==> src/rtl/bp_hb_cfg_sequencer_if.sv <==
// Configuration-bus write channel between the boot sequencer (master) and the core cfg slave.
// Carries valid/ready write handshake plus the slave's write-completion ack pulse.
interface bp_hb_cfg_sequencer_if #(
  parameter int unsigned cfg_addr_width_p = 20,
  parameter int unsigned cfg_data_width_p = 64
);
  logic                        cfg_v_o;
  logic [cfg_addr_width_p-1:0] cfg_addr_o;
  logic [cfg_data_width_p-1:0] cfg_data_o;
  logic                        cfg_ready_i;
  logic                        cfg_ack_i;

  modport master (
    output cfg_v_o, cfg_addr_o, cfg_data_o,
    input  cfg_ready_i, cfg_ack_i
  );

  modport slave (
    input  cfg_v_o, cfg_addr_o, cfg_data_o,
    output cfg_ready_i, cfg_ack_i
  );
endinterface

==> src/rtl/bp_hb_cfg_sequencer.sv <==
// Boot-time cfg-bus sequencer: freeze, boot PC, cache enables, NoC DID, unfreeze.
// Optional per-write timeout enabled by defining BP_HB_CFG_SEQ_TIMEOUT_EN.
module bp_hb_cfg_sequencer #(
  parameter int unsigned              cfg_addr_width_p = 20,
  parameter int unsigned              cfg_data_width_p = 64,
  parameter int unsigned              paddr_width_p    = 40,
  parameter logic [paddr_width_p-1:0] boot_pc_p        = 40'h00_8000_0000,
  parameter logic [18:0]              did_p            = 19'h0,
  parameter int unsigned              timeout_cycles_p = 1024
) (
  input  logic                         clk_i,
  input  logic                         reset_i,
  input  logic                         start_i,
  output logic                         busy_o,
  output logic                         done_o,
  output logic                         error_o,
  bp_hb_cfg_sequencer_if.master        cfg
);

  localparam int unsigned aw_lp       = cfg_addr_width_p;
  localparam int unsigned dw_lp       = cfg_data_width_p;
  localparam int unsigned idx_w_lp    = 3;
  localparam logic [2:0]  last_idx_lp = 3'd5;

  typedef enum logic [2:0] {
    e_idle,
    e_send,
    e_wait_ack,
    e_done,
    e_error
  } state_e;

  state_e                state_q, state_d;
  logic [idx_w_lp-1:0]   idx_q, idx_d;
  logic                  cfg_v_q, cfg_v_d;
  logic [aw_lp-1:0]      cfg_addr_q, cfg_addr_d;
  logic [dw_lp-1:0]      cfg_data_q, cfg_data_d;
  logic                  busy_q, busy_d;
  logic                  done_q, done_d;
  logic                  xfer_c;

  // Fixed write list
  function automatic logic [aw_lp-1:0] write_addr(input logic [idx_w_lp-1:0] idx);
    case (idx)
      3'd0:    write_addr = aw_lp'(20'h00008);
      3'd1:    write_addr = aw_lp'(20'h00010);
      3'd2:    write_addr = aw_lp'(20'h00018);
      3'd3:    write_addr = aw_lp'(20'h0001C);
      3'd4:    write_addr = aw_lp'(20'h00020);
      3'd5:    write_addr = aw_lp'(20'h00008);
      default: write_addr = '0;
    endcase
  endfunction

  function automatic logic [dw_lp-1:0] write_data(input logic [idx_w_lp-1:0] idx);
    case (idx)
      3'd0:    write_data = dw_lp'(1'b1);
      3'd1:    write_data = dw_lp'(boot_pc_p);
      3'd2:    write_data = dw_lp'(1'b1);
      3'd3:    write_data = dw_lp'(1'b1);
      3'd4:    write_data = dw_lp'(did_p);
      default: write_data = '0;
    endcase
  endfunction

  assign xfer_c = cfg_v_q & cfg.cfg_ready_i;

`ifdef BP_HB_CFG_SEQ_TIMEOUT_EN
  localparam int unsigned tmo_w_lp = $clog2(timeout_cycles_p + 1);

  logic [tmo_w_lp-1:0] tmo_cnt_q, tmo_cnt_d;
  logic                error_q, error_d;
  logic                tmo_hit_c;

  assign tmo_hit_c = ((state_q == e_send) || (state_q == e_wait_ack)) &&
                     (tmo_cnt_q == tmo_w_lp'(timeout_cycles_p - 1));
`else
  localparam int unsigned unused_timeout_lp = timeout_cycles_p;
`endif

  always_comb begin
    state_d    = state_q;
    idx_d      = idx_q;
    cfg_addr_d = cfg_addr_q;
    cfg_data_d = cfg_data_q;

    case (state_q)
      e_idle, e_done, e_error: begin
        if (start_i) begin
          state_d = e_send;
          idx_d   = '0;
        end
      end
      e_send: begin
        if (xfer_c) state_d = e_wait_ack;
      end
      e_wait_ack: begin
        if (cfg.cfg_ack_i) begin
          if (idx_q == last_idx_lp) begin
            state_d = e_done;
          end else begin
            state_d = e_send;
            idx_d   = idx_q + 3'd1;
          end
        end
      end
      default: state_d = e_idle;
    endcase

`ifdef BP_HB_CFG_SEQ_TIMEOUT_EN
    if (tmo_hit_c) state_d = e_error;
`endif

    // Address/data latched once on entry to e_send, so they hold through any stall
    if ((state_d == e_send) && (state_q != e_send)) begin
      cfg_addr_d = write_addr(idx_d);
      cfg_data_d = write_data(idx_d);
    end

    cfg_v_d = (state_d == e_send);
    busy_d  = (state_d == e_send) || (state_d == e_wait_ack);
    done_d  = (state_d == e_done);
  end

`ifdef BP_HB_CFG_SEQ_TIMEOUT_EN
  // Counter restarts on every state change and only runs while a write is outstanding
  always_comb begin
    tmo_cnt_d = '0;
    error_d   = (state_d == e_error);
    if (((state_d == e_send) || (state_d == e_wait_ack)) && (state_d == state_q)) begin
      tmo_cnt_d = tmo_cnt_q + tmo_w_lp'(1);
    end
  end

  always_ff @(posedge clk_i or posedge reset_i) begin
    if (reset_i) begin
      tmo_cnt_q <= '0;
      error_q   <= 1'b0;
    end else begin
      tmo_cnt_q <= tmo_cnt_d;
      error_q   <= error_d;
    end
  end

  assign error_o = error_q;
`else
  assign error_o = 1'b0;
`endif

  always_ff @(posedge clk_i or posedge reset_i) begin
    if (reset_i) begin
      state_q    <= e_idle;
      idx_q      <= '0;
      cfg_v_q    <= 1'b0;
      cfg_addr_q <= '0;
      cfg_data_q <= '0;
      busy_q     <= 1'b0;
      done_q     <= 1'b0;
    end else begin
      state_q    <= state_d;
      idx_q      <= idx_d;
      cfg_v_q    <= cfg_v_d;
      cfg_addr_q <= cfg_addr_d;
      cfg_data_q <= cfg_data_d;
      busy_q     <= busy_d;
      done_q     <= done_d;
    end
  end

  assign cfg.cfg_v_o    = cfg_v_q;
  assign cfg.cfg_addr_o = cfg_addr_q;
  assign cfg.cfg_data_o = cfg_data_q;
  assign busy_o         = busy_q;
  assign done_o         = done_q;

endmodule

==> src/flat_wrapper.sv <==
// flat-port wrapper written by rule: the top's interface ports become plain ports
module bp_hb_cfg_sequencer_flat 
#(
  parameter int unsigned              cfg_addr_width_p = 20,
  parameter int unsigned              cfg_data_width_p = 64,
  parameter int unsigned              paddr_width_p    = 40,
  parameter logic [paddr_width_p-1:0] boot_pc_p        = 40'h00_8000_0000,
  parameter logic [18:0]              did_p            = 19'h0,
  parameter int unsigned              timeout_cycles_p = 1024
)
  (clk_i, reset_i, start_i, busy_o, done_o, error_o, cfg_cfg_v_o, cfg_cfg_addr_o, cfg_cfg_data_o, cfg_cfg_ready_i, cfg_cfg_ack_i);
  bp_hb_cfg_sequencer_if #(.cfg_addr_width_p(cfg_addr_width_p), .cfg_data_width_p(cfg_data_width_p)) cfg_i ();
  input  logic clk_i;
  input  logic reset_i;
  input  logic start_i;
  output logic busy_o;
  output logic done_o;
  output logic error_o;
  output wire logic [$bits(cfg_i.cfg_v_o)-1:0] cfg_cfg_v_o;
  output wire logic [$bits(cfg_i.cfg_addr_o)-1:0] cfg_cfg_addr_o;
  output wire logic [$bits(cfg_i.cfg_data_o)-1:0] cfg_cfg_data_o;
  input wire logic [$bits(cfg_i.cfg_ready_i)-1:0] cfg_cfg_ready_i;
  input wire logic [$bits(cfg_i.cfg_ack_i)-1:0] cfg_cfg_ack_i;
  assign cfg_cfg_v_o = cfg_i.cfg_v_o;
  assign cfg_cfg_addr_o = cfg_i.cfg_addr_o;
  assign cfg_cfg_data_o = cfg_i.cfg_data_o;
  assign cfg_i.cfg_ready_i = cfg_cfg_ready_i;
  assign cfg_i.cfg_ack_i = cfg_cfg_ack_i;
  bp_hb_cfg_sequencer #(.cfg_addr_width_p(cfg_addr_width_p), .cfg_data_width_p(cfg_data_width_p), .paddr_width_p(paddr_width_p), .boot_pc_p(boot_pc_p), .did_p(did_p), .timeout_cycles_p(timeout_cycles_p)) u_core (.clk_i(clk_i), .reset_i(reset_i), .start_i(start_i), .busy_o(busy_o), .done_o(done_o), .error_o(error_o), .cfg(cfg_i));
endmodule
==> config.mk <==
export PLATFORM = sky130hd
export DESIGN_NAME = bp_hb_cfg_sequencer_flat
export DESIGN_NICKNAME = d
export VERILOG_FILES = /design/src/rtl/bp_hb_cfg_sequencer_if.sv /design/src/rtl/bp_hb_cfg_sequencer.sv /design/src/flat_wrapper.sv
export SDC_FILE = /design/constraint.sdc
export NUM_CORES = 1
export LEC_CHECK = 0
export CORE_ASPECT_RATIO = 1.4
export CORE_MARGIN = 1.5
export CORE_UTILIZATION = 39
export CTS_CLUSTER_DIAMETER = 150
export CTS_CLUSTER_SIZE = 16
export DETAILED_ROUTE_END_ITERATION = 12
export PLACE_DENSITY = 0.87
export REMOVE_ABC_BUFFERS = 1
export SLEW_MARGIN = 20
export SYNTH_ARGS = -nofsm -noshare
export SYNTH_HDL_FRONTEND = slang
export SYNTH_SLANG_ARGS = --single-unit
==> constraint.sdc <==
create_clock -name clk_i -period 2.8 [get_ports clk_i]
set_clock_uncertainty 0.2 [all_clocks]
set_input_delay 0.56 -clock clk_i [delete_from_list [all_inputs] [get_ports clk_i]]
set_output_delay 0.56 -clock clk_i [all_outputs]
set_load 0.005 [all_outputs]
==> impl.org <==
** Clock tree
- The cell sitting at the root of the clock tree is a sky130_fd_sc_hd__clkbuf_8.
- The number of hold buffers added after CTS was 0.
- CTS tree :: built
- In this run the number of H-tree levels came out at 1.
- Quantity of gates resized following cts :: 0
- In this run the post-CTS setup repair buffer count came out at 0.
- Clock transition at path regs :: ~60 ps
- The later pin in the worst-skew pair is clocked with a latency of 250 ps.
- Counting the buffers created by CTS gives 3.
- Clock tree synthesis found a total of 15 sinks.
- Maximum number of buffers from clock root to sink :: 2

** Setup path
- Capture point of the worst reg-to-reg path :: u_core.cfg.cfg_addr_o[4]$_DFFE_PP0P_
- Critical-path cell list :: clkdlybuf4s50_1, a21boi_2, o21a_1, a21oi_1, a2111oi_1, a21o_1
- Critical-path cell with the highest stage delay :: sky130_fd_sc_hd__clkdlybuf4s50_1
- Launching point of the worst reg2reg path :: u_core.idx_q[0]$_DFF_PP0_
- Worst r2r path cells :: 6
- The setup check on the worst reg-to-reg path leaves a slack of slightly below 800 ps.
- Grouping stages by cell kind, the critical path spends the most delay in compound AO/OA/AOI/OAI gates.
- Critical Path Start Type :: input pin
- Counting both buffers and inverters, the worst setup path holds a total of 1.
- Data required time at the worst endpoint :: 2790 ps
- STA classifies the critical path endpoint as a register.
- Category of the most critical setup path :: input pin to register
- Peak per-stage delay on the critical path :: 540 ps
- Data on the critical path arrives at its endpoint at 2160 ps.
- Worst Path Max Fanout :: 4

** Detailed routing
- The detailed router finished its first iteration with 28 violations.
- Average wire per standard cell :: 9.087 microns
- Number of nets with antenna violations after detailed routing :: 0
- Vias :: 820
- After detailed routing, the number of vias per cell comes to 3.942.
- First-pass DRT Iterations :: 4
- Total routed wirelength :: 1890 microns
- DRC viols :: 0

** Layout
- Number of diodes :: 0
- Final-stage net count :: between 150 and 200
- The area growth from synthesis to layout is -5.973%.
- In the final layout, the share of cells above drive strength 1 is 0.08333.

** Pwr
- Cell area power density :: approximately 780 nW/um^2
- Overall power consumption :: 1018 uW
- Leakage component of the power :: 0.0006942 uW
- VDD sags by at most 0.2649 mV.

** Yosys
- Of the synthesized area, sequential elements account for 0.2715.
- Synth Area per Inst :: roughly 9 sq um
- For this run, the number of Yosys warnings is 0.
- Fraction of registers with async set/reset :: 1.000
- After synthesis, the cell types taking the most area are sky130_fd_sc_hd__buf_4 43%, sky130_fd_sc_hd__dfrtp_1 27%, sky130_fd_sc_hd__nand2_1 2.4%.
- The synthesized design contains 0 enable-type register cells.
- Measured against the total synthesized area, the mux share comes to 0.008145.
- Basic-gate share of the synthesized area counting and, or, nand and nor cells :: 0.1014
- Compound-cell area share of the yosys netlist :: 0.1376
- Post-Syn Instances :: 153
- Number of distinct library cell variants in the gate-level netlist after synthesis :: 35
- The most used flip-flop cell after synthesis is sky130_fd_sc_hd__dfrtp_1.
- Xor and xnor fraction of the mapped netlist area :: 0.006335
- Area of the mapped netlist :: 1383 sq um
- Of the total synthesized cell area, the portion taken by full adders, half adders and majority gates is 0.01810.
- Of the post-synthesis cell area, the dominant cell type holds 0.4290.
- Among all cell types in the netlist, the one instantiated most often is sky130_fd_sc_hd__buf_4.
- Post-synth top cells :: 79 x sky130_fd_sc_hd__buf_4, 15 x sky130_fd_sc_hd__dfrtp_1, 9 x sky130_fd_sc_hd__nand2_1
- By area, the combinational part of the netlist is dominated by buffers and inverters.
- The largest total area in the synthesized netlist belongs to sky130_fd_sc_hd__buf_4.
- Synthesis inferred 15 register bits.

** Flow run
- Max capacitance violation total :: 0

** GRT
- In the global route stage, met1 resource usage came out at 0.1079.
- Total overflow reported by the global router :: 0
- Overall fraction of global-route tracks in use :: 0.1039
- Vias in the first global route :: 674
- Maximum number of pins on one net before global-route repair :: 16
- Wire length of the first global-routing pass :: 2939 microns
- met2 is the most crowded layer.
- Met2 usage in global routing :: 0.1742
- The number of antenna violations at the first check in global routing is 0.
- Global routing met3 resource utilization :: 0.02236

** Timing
- The count of pins over their slew limit was 0.
- Max Clock Freq :: 0.4615 GHz
- Setup slack of the critical path after layout :: about 630 ps
- Measured against its own limit, the worst slew margin works out to 0.6183.
- Final critical-path share of the clock period :: 0.7739
- The number of hold violations in the final report was 0.
- Setup violators final :: 0
- Sum of negative setup slack :: 0 ps
- Unrepaired setup endpoints after global routing :: no
- Subtracting the final worst setup slack from the clock period gives roughly 2200 ps.
- For the pin with the worst max-slew slack, the measured transition is about 570 ps.

** Placed design
- Routability-driven placement finished with a final weighted congestion of approximately 0.75.
- The wire-length estimate of the detail-placed layout is 1535 microns.
- Number of I/O port buffers :: 13
- OpenSTA, run right after detailed placement, puts the worst setup slack at 389.2 ps.

** Run status
- Result of the run :: finished clean

** Die
- In this run the count of I/O pins placed on the die edge is 93.
- For this configuration, the core starts out at a cell density of 0.4093.
- The floorplan step defined a die boundary enclosing 3916 sq um.
- Number of placement rows :: 25
- Vertical extent of the die :: 73.45 microns
- Area of the placeable core :: about 3400 sq um
- Die boundary width :: 53.32 microns

** Hold path
- Worst hold endpoint :: u_core.cfg.cfg_addr_o[3]$_DFFE_PP0P_
- Launch point of the worst hold path :: u_core.cfg.cfg_addr_o[3]$_DFFE_PP0P_
- Along the worst hold path, the cell count comes to 2.
- Worst Hold Class :: register to register
==> worst max path at each step <==
stage               depth (start not counted)                                    to  slack [ps]                       from
finish                                      6  u_core.cfg.cfg_addr_o[4]$_DFFE_PP0P_         630              cfg_cfg_ack_i
CTS                                         6  u_core.cfg.cfg_addr_o[4]$_DFFE_PP0P_         640              cfg_cfg_ack_i
detailed placement                          6  u_core.cfg.cfg_addr_o[4]$_DFFE_PP0P_         390                    start_i
global route                                6  u_core.cfg.cfg_addr_o[3]$_DFFE_PP0P_         520              cfg_cfg_ack_i
global placement                            6  u_core.cfg.cfg_addr_o[3]$_DFFE_PP0P_         450              cfg_cfg_ack_i
floorplan                                   6  u_core.cfg.cfg_addr_o[4]$_DFFE_PP0P_         760  u_core.idx_q[0]$_DFF_PP0_
==> cell type report <==
| class | instances | area, sq um |
|---|---|---|
| sequential | 15 | 375.4 |
| multi-input combinational | 130 | 671.9 |
| clock buffer | 3 | 41.29 |
| fill | 336 | 2078 |
| inverter | 5 | 18.77 |
| clock inverter | 1 | 5.005 |
| timing repair buffer | 14 | 137.6 |
| tap | 40 | 50.05 |
==> where the power goes <==
group	internal [uW]	switching, uW	leakage [uW]	total, uW
clock	98.7	77.7	0.0000255	176
combinational	236	242	0.000477	478
sequential	290	73.8	0.000192	364
total	624	393	0.000694	1020
==> metrics by stage <==
stage / instance area [sq um] / hold slack, ps / instances / util
final: 1300 / 288.6 / 208 / 0.3848
after global routing: 1300 / 333.0 / 208 / 0.3848
after CTS: 1300 / 293.0 / 208 / 0.3848
after detailed placement: 1254 / 278.5 / 204 / 0.3711
after global placement: 1254 / 264.1 / 204 / 0.3711
after floorplan: 1066 / 261.5 / 150 / -
==> worst reg2reg max path, cell delays in order, from the launching register on <==
cell                        delay [ps]
sky130_fd_sc_hd__dfrtp_1           480
sky130_fd_sc_hd__ha_1              270
sky130_fd_sc_hd__a21boi_2          200
sky130_fd_sc_hd__o21a_1            170
sky130_fd_sc_hd__a21oi_1           110
sky130_fd_sc_hd__a2111oi_1         390
sky130_fd_sc_hd__a21o_1            130
==> routing by layer <==
metal | vias to the layer above | wire length, microns
met1 | 367 | 648
met2 | 72 | 964
met4 | 0 | 70
met3 | 9 | 207
li1 | 372 | -
met5 | - | 0
==> cell families after synthesis <==
family	Yosys count
AO/OA/AOI/OAI	23
XOR/XNOR	1
adder cells (fa/ha/maj)	2
buffers and inverters	86
flip-flops	15
multiplexers	1
other	1
AND/OR/NAND/NOR	24
==> state kept, by name (all words and copies together) (netlist names) <==
signal / flops
u_core.cfg.cfg_data_o: 2
u_core.done_o: 1
u_core.state_q: 3
u_core.busy_o: 1
u_core.cfg.cfg_v_o: 1
u_core.cfg.cfg_addr_o: 4
u_core.idx_q: 3
==> cell usage in the layout, fill, tap and decap left out, drive strengths merged <==
cell           count
nand3              3
clkinv             1
a21oi              4
a21o               3
o31ai              1
xnor2              1
inv                5
clkdlybuf4s50     13
nand4b             1
dfrtp             15
a2111oi            1
nor2b              1
o21a               1
nor3               2
a22o               1
buf                1
conb              79
nor2               3
nor4b              1
ha                 2
o21ai              6
nand2              9
nor3b              2
o41ai              1
a31oi              1
o32a               1
nand2b             2
a21bo              1
a21boi             2
clkbuf             3
mux2               1
Power figures use the tool's default switching activity.
